<file path="config.mk">
export PLATFORM = sky130hd
export DESIGN_NAME = ascon_input_loader_flat
export DESIGN_NICKNAME = d
export VERILOG_FILES = /design/src/rtl/ascon_input_loader_pkg.sv /design/src/rtl/ascon_input_loader_if.sv /design/src/rtl/ascon_input_loader.sv /design/src/flat_wrapper.sv
export SDC_FILE = /design/constraint.sdc
export NUM_CORES = 1
export LEC_CHECK = 0
export BUFFER_PORTS_ARGS = -buffer_cell sky130_fd_sc_hd__buf_2
export CAP_MARGIN = 10
export CORE_ASPECT_RATIO = 2
export CORE_MARGIN = 2
export CORE_UTILIZATION = 40
export DETAILED_ROUTE_END_ITERATION = 10
export MAX_ROUTING_LAYER = met4
export PLACE_DENSITY = 0.66
export SETUP_SLACK_MARGIN = 0.15
export SYNTH_ARGS = -nofsm -noshare
export SYNTH_HDL_FRONTEND = slang
export SYNTH_SLANG_ARGS = --single-unit
export TNS_END_PERCENT = 100
</file>
<file path="constraint.sdc">
create_clock -name clk -period 2.1 [get_ports clk]
set_clock_uncertainty 0.05 [all_clocks]
set_input_delay 0.105 -clock clk [delete_from_list [all_inputs] [get_ports clk]]
set_output_delay 0.105 -clock clk [all_outputs]
set_load 0.03 [all_outputs]
</file>
<file path="src/rtl/ascon_input_loader_pkg.sv">
// Shared definitions for the ASCON input loader.
//   state_t     : loader FSM states
//   ISEL_*      : register-file bus select codes
//   WORD_W      : stream / register-file bus width
//   is_hdr_state: true in the four key/nonce word states
package ascon_pkg;

  localparam int WORD_W = 64;

  typedef enum logic [2:0] {
    IDLE,
    KEY_HI,
    KEY_LO,
    NONCE_HI,
    NONCE_LO,
    WAIT_INIT,
    BLOCKS,
    DONE
  } state_t;

  localparam logic [1:0] ISEL_KEY   = 2'd0;
  localparam logic [1:0] ISEL_NONCE = 2'd1;
  localparam logic [1:0] ISEL_BLOCK = 2'd2;

  function automatic logic is_hdr_state(input state_t s);
    return (s == KEY_HI) || (s == KEY_LO) || (s == NONCE_HI) || (s == NONCE_LO);
  endfunction

endpackage

</file>
<file path="src/rtl/ascon_input_loader_if.sv">
// 64-bit valid/ready word stream feeding the ASCON input loader.
//   s_data  : stream word
//   s_valid : word valid
//   s_last  : marks the final data block
//   s_ready : loader can accept the word
// master = producer side, slave = loader side.
interface ascon_input_loader_if;
  import ascon_pkg::*;

  logic [WORD_W-1:0] s_data;
  logic              s_valid;
  logic              s_last;
  logic              s_ready;

  modport master (output s_data, s_valid, s_last, input s_ready);
  modport slave  (input s_data, s_valid, s_last, output s_ready);
endinterface

</file>
<file path="src/rtl/ascon_input_loader.sv">
// ASCON input loader: sequences a word stream (key hi, key lo, nonce hi,
// nonce lo, then data blocks) into the input register file, and releases
// key/nonce and each block to the permutation core on its request.
// Ports:
//   clk, rst_n            : clock, async active-low reset
//   start                 : begin a transaction (only honoured in IDLE)
//   s (slave)             : input word stream
//   core_init_req         : core takes key+nonce (only honoured in WAIT_INIT)
//   core_blk_req          : core wants the next data block
//   DataI, Isel           : register-file data bus and target select
//   Key*/Nonce*/Block*    : register-file enables, half selects, load strobes
//   init_rdy              : key and nonce staged, awaiting core_init_req
//   last_blk              : last block transferred carried s_last
//   blk_count             : data blocks accepted this transaction (wraps)
//   busy, done            : not idle / one-cycle end-of-transaction pulse
module ascon_input_loader
  import ascon_pkg::*;
#(
  parameter int CNT_W = 16
) (
  input  logic                 clk,
  input  logic                 rst_n,
  input  logic                 start,
  ascon_input_loader_if.slave  s,
  input  logic                 core_init_req,
  input  logic                 core_blk_req,
  output logic [WORD_W-1:0]    DataI,
  output logic [1:0]           Isel,
  output logic                 Keyen,
  output logic                 Keysel,
  output logic                 Keyload,
  output logic                 Nonceen,
  output logic                 Noncesel,
  output logic                 Nonceload,
  output logic                 Blocken,
  output logic                 Blocksel,
  output logic                 Blockload,
  output logic                 init_rdy,
  output logic                 last_blk,
  output logic [CNT_W-1:0]     blk_count,
  output logic                 busy,
  output logic                 done
);

  state_t state, state_nx;

  // One-deep block staging: a block sits in the register file (staged_full)
  // until the core has asked for it (req_pend), then both are consumed.
  logic staged_full, staged_last, req_pend;
  logic rdy, accept, xfer;

  always_comb begin
    rdy = 1'b0;
    if (is_hdr_state(state))  rdy = 1'b1;
    else if (state == BLOCKS) rdy = !staged_full;
  end

  assign s.s_ready = rdy;
  assign accept    = s.s_valid & rdy;
  assign xfer      = (state == BLOCKS) & req_pend & staged_full;

  assign init_rdy  = (state == WAIT_INIT);
  assign busy      = (state != IDLE);
  assign done      = (state == DONE);
  assign Blocksel  = 1'b0;

  // State register
  always_ff @(posedge clk or negedge rst_n) begin
    if (!rst_n) state <= IDLE;
    else        state <= state_nx;
  end

  // Next-state logic
  always_comb begin
    state_nx = state;
    unique case (state)
      IDLE:      if (start)         state_nx = KEY_HI;
      KEY_HI:    if (accept)        state_nx = KEY_LO;
      KEY_LO:    if (accept)        state_nx = NONCE_HI;
      NONCE_HI:  if (accept)        state_nx = NONCE_LO;
      NONCE_LO:  if (accept)        state_nx = WAIT_INIT;
      WAIT_INIT: if (core_init_req) state_nx = BLOCKS;
      BLOCKS:    if (xfer && staged_last) state_nx = DONE;
      DONE:                         state_nx = IDLE;
      default:                      state_nx = IDLE;
    endcase
  end

  // Register-file bus, strobes and block-staging flags
  always_ff @(posedge clk or negedge rst_n) begin
    if (!rst_n) begin
      DataI       <= '0;
      Isel        <= ISEL_KEY;
      Keyen       <= 1'b0;
      Keysel      <= 1'b0;
      Keyload     <= 1'b0;
      Nonceen     <= 1'b0;
      Noncesel    <= 1'b0;
      Nonceload   <= 1'b0;
      Blocken     <= 1'b0;
      Blockload   <= 1'b0;
      staged_full <= 1'b0;
      staged_last <= 1'b0;
      req_pend    <= 1'b0;
      last_blk    <= 1'b0;
      blk_count   <= '0;
    end else begin
      // enables and load strobes are single-cycle pulses
      Keyen     <= 1'b0;
      Nonceen   <= 1'b0;
      Blocken   <= 1'b0;
      Keyload   <= 1'b0;
      Nonceload <= 1'b0;
      Blockload <= 1'b0;

      if (state == IDLE && start) begin
        blk_count   <= '0;
        last_blk    <= 1'b0;
        staged_full <= 1'b0;
        staged_last <= 1'b0;
        req_pend    <= 1'b0;
      end

      if (accept) begin
        DataI <= s.s_data;
        unique case (state)
          KEY_HI:   begin Isel <= ISEL_KEY;   Keyen   <= 1'b1; Keysel   <= 1'b0; end
          KEY_LO:   begin Isel <= ISEL_KEY;   Keyen   <= 1'b1; Keysel   <= 1'b1; end
          NONCE_HI: begin Isel <= ISEL_NONCE; Nonceen <= 1'b1; Noncesel <= 1'b0; end
          NONCE_LO: begin Isel <= ISEL_NONCE; Nonceen <= 1'b1; Noncesel <= 1'b1; end
          BLOCKS: begin
            Isel        <= ISEL_BLOCK;
            Blocken     <= 1'b1;
            staged_full <= 1'b1;
            staged_last <= s.s_last;
            blk_count   <= blk_count + CNT_W'(1);
          end
          default: ;
        endcase
      end

      if (state == WAIT_INIT && core_init_req) begin
        Keyload   <= 1'b1;
        Nonceload <= 1'b1;
      end

      if (state == BLOCKS && core_blk_req) req_pend <= 1'b1;

      // A request arriving on the transfer edge belongs to the block being
      // transferred and is absorbed: the clear below wins over the set above.
      if (xfer) begin
        Blockload   <= 1'b1;
        staged_full <= 1'b0;
        req_pend    <= 1'b0;
        last_blk    <= staged_last;
      end
    end
  end

endmodule

</file>
<file path="src/flat_wrapper.sv">
// flat-port wrapper written by rule: the top's interface ports become plain ports
module ascon_input_loader_flat import ascon_pkg::*;
#(
  parameter int CNT_W = 16
)
  (clk, rst_n, start, core_init_req, core_blk_req, DataI, Isel, Keyen, Keysel, Keyload, Nonceen, Noncesel, Nonceload, Blocken, Blocksel, Blockload, init_rdy, last_blk, blk_count, busy, done, s_s_data, s_s_valid, s_s_last, s_s_ready);
  ascon_input_loader_if s_i ();
  input  logic clk;
  input  logic rst_n;
  input  logic start;
  input  logic core_init_req;
  input  logic core_blk_req;
  output logic [WORD_W-1:0] DataI;
  output logic [1:0] Isel;
  output logic Keyen;
  output logic Keysel;
  output logic Keyload;
  output logic Nonceen;
  output logic Noncesel;
  output logic Nonceload;
  output logic Blocken;
  output logic Blocksel;
  output logic Blockload;
  output logic init_rdy;
  output logic last_blk;
  output logic [CNT_W-1:0] blk_count;
  output logic busy;
  output logic done;
  input wire logic [$bits(s_i.s_data)-1:0] s_s_data;
  input wire logic [$bits(s_i.s_valid)-1:0] s_s_valid;
  input wire logic [$bits(s_i.s_last)-1:0] s_s_last;
  output wire logic [$bits(s_i.s_ready)-1:0] s_s_ready;
  assign s_i.s_data = s_s_data;
  assign s_i.s_valid = s_s_valid;
  assign s_i.s_last = s_s_last;
  assign s_s_ready = s_i.s_ready;
  ascon_input_loader #(.CNT_W(CNT_W)) u_core (.clk(clk), .rst_n(rst_n), .start(start), .s(s_i), .core_init_req(core_init_req), .core_blk_req(core_blk_req), .DataI(DataI), .Isel(Isel), .Keyen(Keyen), .Keysel(Keysel), .Keyload(Keyload), .Nonceen(Nonceen), .Noncesel(Noncesel), .Nonceload(Nonceload), .Blocken(Blocken), .Blocksel(Blocksel), .Blockload(Blockload), .init_rdy(init_rdy), .last_blk(last_blk), .blk_count(blk_count), .busy(busy), .done(done));
endmodule
</file>
==> qor.yml <==
status: "finished, final reports clean"
tightest_slew_ps: 511
synth_compound_area_share_pct: 5.59
multi_input_area_um2: 1430
crit_chain: "or3_4, a21boi_4, nand2_4, clkbuf_16, mux2_2"
synth_top_family_by_area: "multiplexers"
track_usage_pct: 19.8
crit_path_max_incr_delay_ps: 470
final_core_utilization_pct: 62.4
slowest_stage: "dfrtp_1"
finalNonFillerCells: 669
finalSetupViolCount: 0
maxCapViolCount: 0
synth-async-reset-ratio_pct: 100
fmax_mhz: 527
hp-class: "primary input to flip-flop"
vias: 3192
synth-edff-count: 0
ant_nets: 0
period_minus_slack_ps: 1900
relSlewSlack_pct: 65.9
grtUsageMet2_pct: 34.1
io_buffers: 165
finalCritPeriodShare_pct: 90.4
rsz0062_at_grt: "yes"
cts_sinks: 96
grt_max_degree: 41
clk_latency_ps: 330
syn_area_per_cell_um2: 13.5
power.density_nw_per_um2: 1490
clockBufferDepth: 2
antenna_found_initial: 0
dp.cells: 583
grt-ovfl-total: 0
fp.dieH_um: 144
place_hpwl_um: 6910
routed_wl_um: 10600
synthCells: 291
cp.buffers_inverters: 1
seq_area_um2: 2410
syn_nets: 363
synth_seq_area_share_pct: 61.3
coreArea_um2: 9640
timing.final.ws_setup_ps: 201
rows: 51
cts_tree: "built"
ys_ff_latch: 96
path_clk_slew_ps: 70
cts_buffers: 9
grt_pass1_vias: 3265
syn_to_final_growth_pct: 53.5
p_leak_uw: 0.00296
hold_viol: 0
synth_fa_ha_area_share_pct: 0.319
layout_common_cells: "buf_2 (164), dfrtp_1 (89), dlygate4sd3_1 (68)"
syn_area_um2: 3920
htree_num_levels: 3
cp-start-kind: "flip-flop"
grt_pass1_wl_um: 15500
drive_gt1_share_pct: 51.0
die-area_um2: 10600
antenna_cells: 0
firstDrtPassIters: 4
grt_util_met3_pct: 3.72
top_usage_layer: "met2"
drc: 0
critPathMaxFanout: 20
root_buffer: "clkbuf_16"
synth.distinct_cells: 41
fp.dieW_um: 74.0
cp-end-kind: "flip-flop"
final_common_cell: "buf_2"
required_ps: 2270
start_util_pct: 40.7
synth_xor_area_share_pct: 0.894
fill_cells: 736
met1_usage_pct: 20.8
wl_per_cell_um: 15.8
fin_tns_setup_ps: 0
yosys_warnings: 0
crit_type: "flip-flop to flip-flop"
pre_cts_slack_ps: 210
synthFlopType: "dfrtp_1"
yosys.area_share.simple_pct: 8.53
ios: 167
slew_violations: 0
nNetsFinal: 605
synthMuxAreaShare_pct: 20.2
dr.first_iter.drc_count: 97
irDropWorstVdd_mv: 0.801
cp_data_arrival_time_ps: 2070
critPathTopFamily: "simple AND/OR/NAND/NOR gates"
gp_congestion: 0.780
post_drt_via_cell_ratio: 4.77
[synth_stat cells, drive strengths merged (2+ instances only)]
master | n | area, µm²
or3 | 3 | 18.8
a21oi | 5 | 25.0
a21boi | 2 | 15.0
inv | 4 | 15.0
a22o | 2 | 17.5
mux2 | 65 | 732
or4b | 3 | 30.0
nor3 | 2 | 10.0
nand3b | 4 | 33.8
o31ai | 3 | 22.5
buf | 13 | 85.1
and3 | 3 | 18.8
nand4 | 3 | 18.8
a31oi | 2 | 12.5
nand2 | 19 | 71.3
nor3b | 2 | 15.0
nand2b | 2 | 12.5
clkbuf | 5 | 18.8
nor2 | 12 | 45.0
a21o | 3 | 22.5
o21ai | 11 | 55.1
o211ai | 3 | 22.5
mux2i | 6 | 60.1
dfrtp | 96 | 2400
xnor2 | 3 | 26.3
nand3 | 4 | 20.0
[path summary, 6_finish.rpt]
| check | startpoint | to | slack [ps] | depth (start not counted) |
|---|---|---|---|---|
| max | u_core.state[1]$_DFFE_PN0P_ | u_core.DataI[39]$_DFFE_PN0N_ | 200 | 5 |
| min | s_s_valid | u_core.Nonceen$_DFF_PN0_ | 120 | 2 |
| max reg2reg | u_core.state[1]$_DFFE_PN0P_ | u_core.DataI[39]$_DFFE_PN0N_ | 200 | 5 |
| min reg2reg | u_core.Isel[1]$_DFFE_PN0P_ | u_core.Isel[1]$_DFFE_PN0P_ | 430 | 1 |
| max in group asynchronous | rst_n | u_core.DataI[42]$_DFFE_PN0N_ | 1140 | 3 |
| min in group asynchronous | rst_n | u_core.DataI[15]$_DFFE_PN0N_ | 240 | 2 |
[final cells by class]
type,instances,share of cell area (%)
sequential,96,40.1
clock inverter,5,0.978
timing repair buffer,249,28.3
tap,132,2.75
clock buffer,10,3.81
inverter,4,0.250
multi-input combinational,173,23.8
[registers in the layout (all words and copies together) (netlist names)]
signal / cells
u_core.Keyen: 1
u_core.Blocken: 1
u_core.Blockload: 1
u_core.Isel: 2
u_core.DataI: 64
u_core.staged_last: 1
u_core.blk_count: 16
u_core.req_pend: 1
u_core.Nonceen: 1
u_core.state: 3
u_core.Noncesel: 1
u_core.staged_full: 1
u_core.last_blk: 1
u_core.Keysel: 1
u_core.Nonceload: 1
[metal layers]
metal / vias up / part of all wire (%)
met5: - / 0
met4: 0 / 3.2
met3: 23 / 4.7
met2: 111 / 56
met1: 1549 / 36
li1: 1509 / -
[where the power goes]
part	switching [µW]	leakage, µW	total (µW)	internal [µW]
Combinational	2640	0.00166	4310	1670
Sequential	424	0.00117	3040	2610
Clock	668	0.000135	1580	917
Total	3740	0.00296	8930	5200
[cells by family (layout without fill, tap and decap cells)]
kind of cell    count (synthesis)  in the layout
compound gates                 34             34
xor+xnor                        4              4
fa+ha+maj                       1              1
buf+inv                        22            268
flops                          96             96
mux                            71             71
other cells                     1              1
simple gates                   62             62
[stage by stage]
step           power (µW)  hold WS, ps  cell area, µm²
2_1_floorplan        5950         -241            3970
3_3_place_gp         7020         56.3            4970
3_5_place_dp         7140         61.1            4970
4_1_cts              8840         92.8            5940
5_1_grt              9420          116            6010
6_report             8930          125            6010
[what timing repair did]
item | CTS | global route
endpoints found under the hold margin | 103 | 0
buffers inserted | 0 | 1
hold buffers | 68 | 0
gates resized for setup | 0 | 5
setup endpoints to repair | 0 | 19
Power figures use the tool's default switching activity.
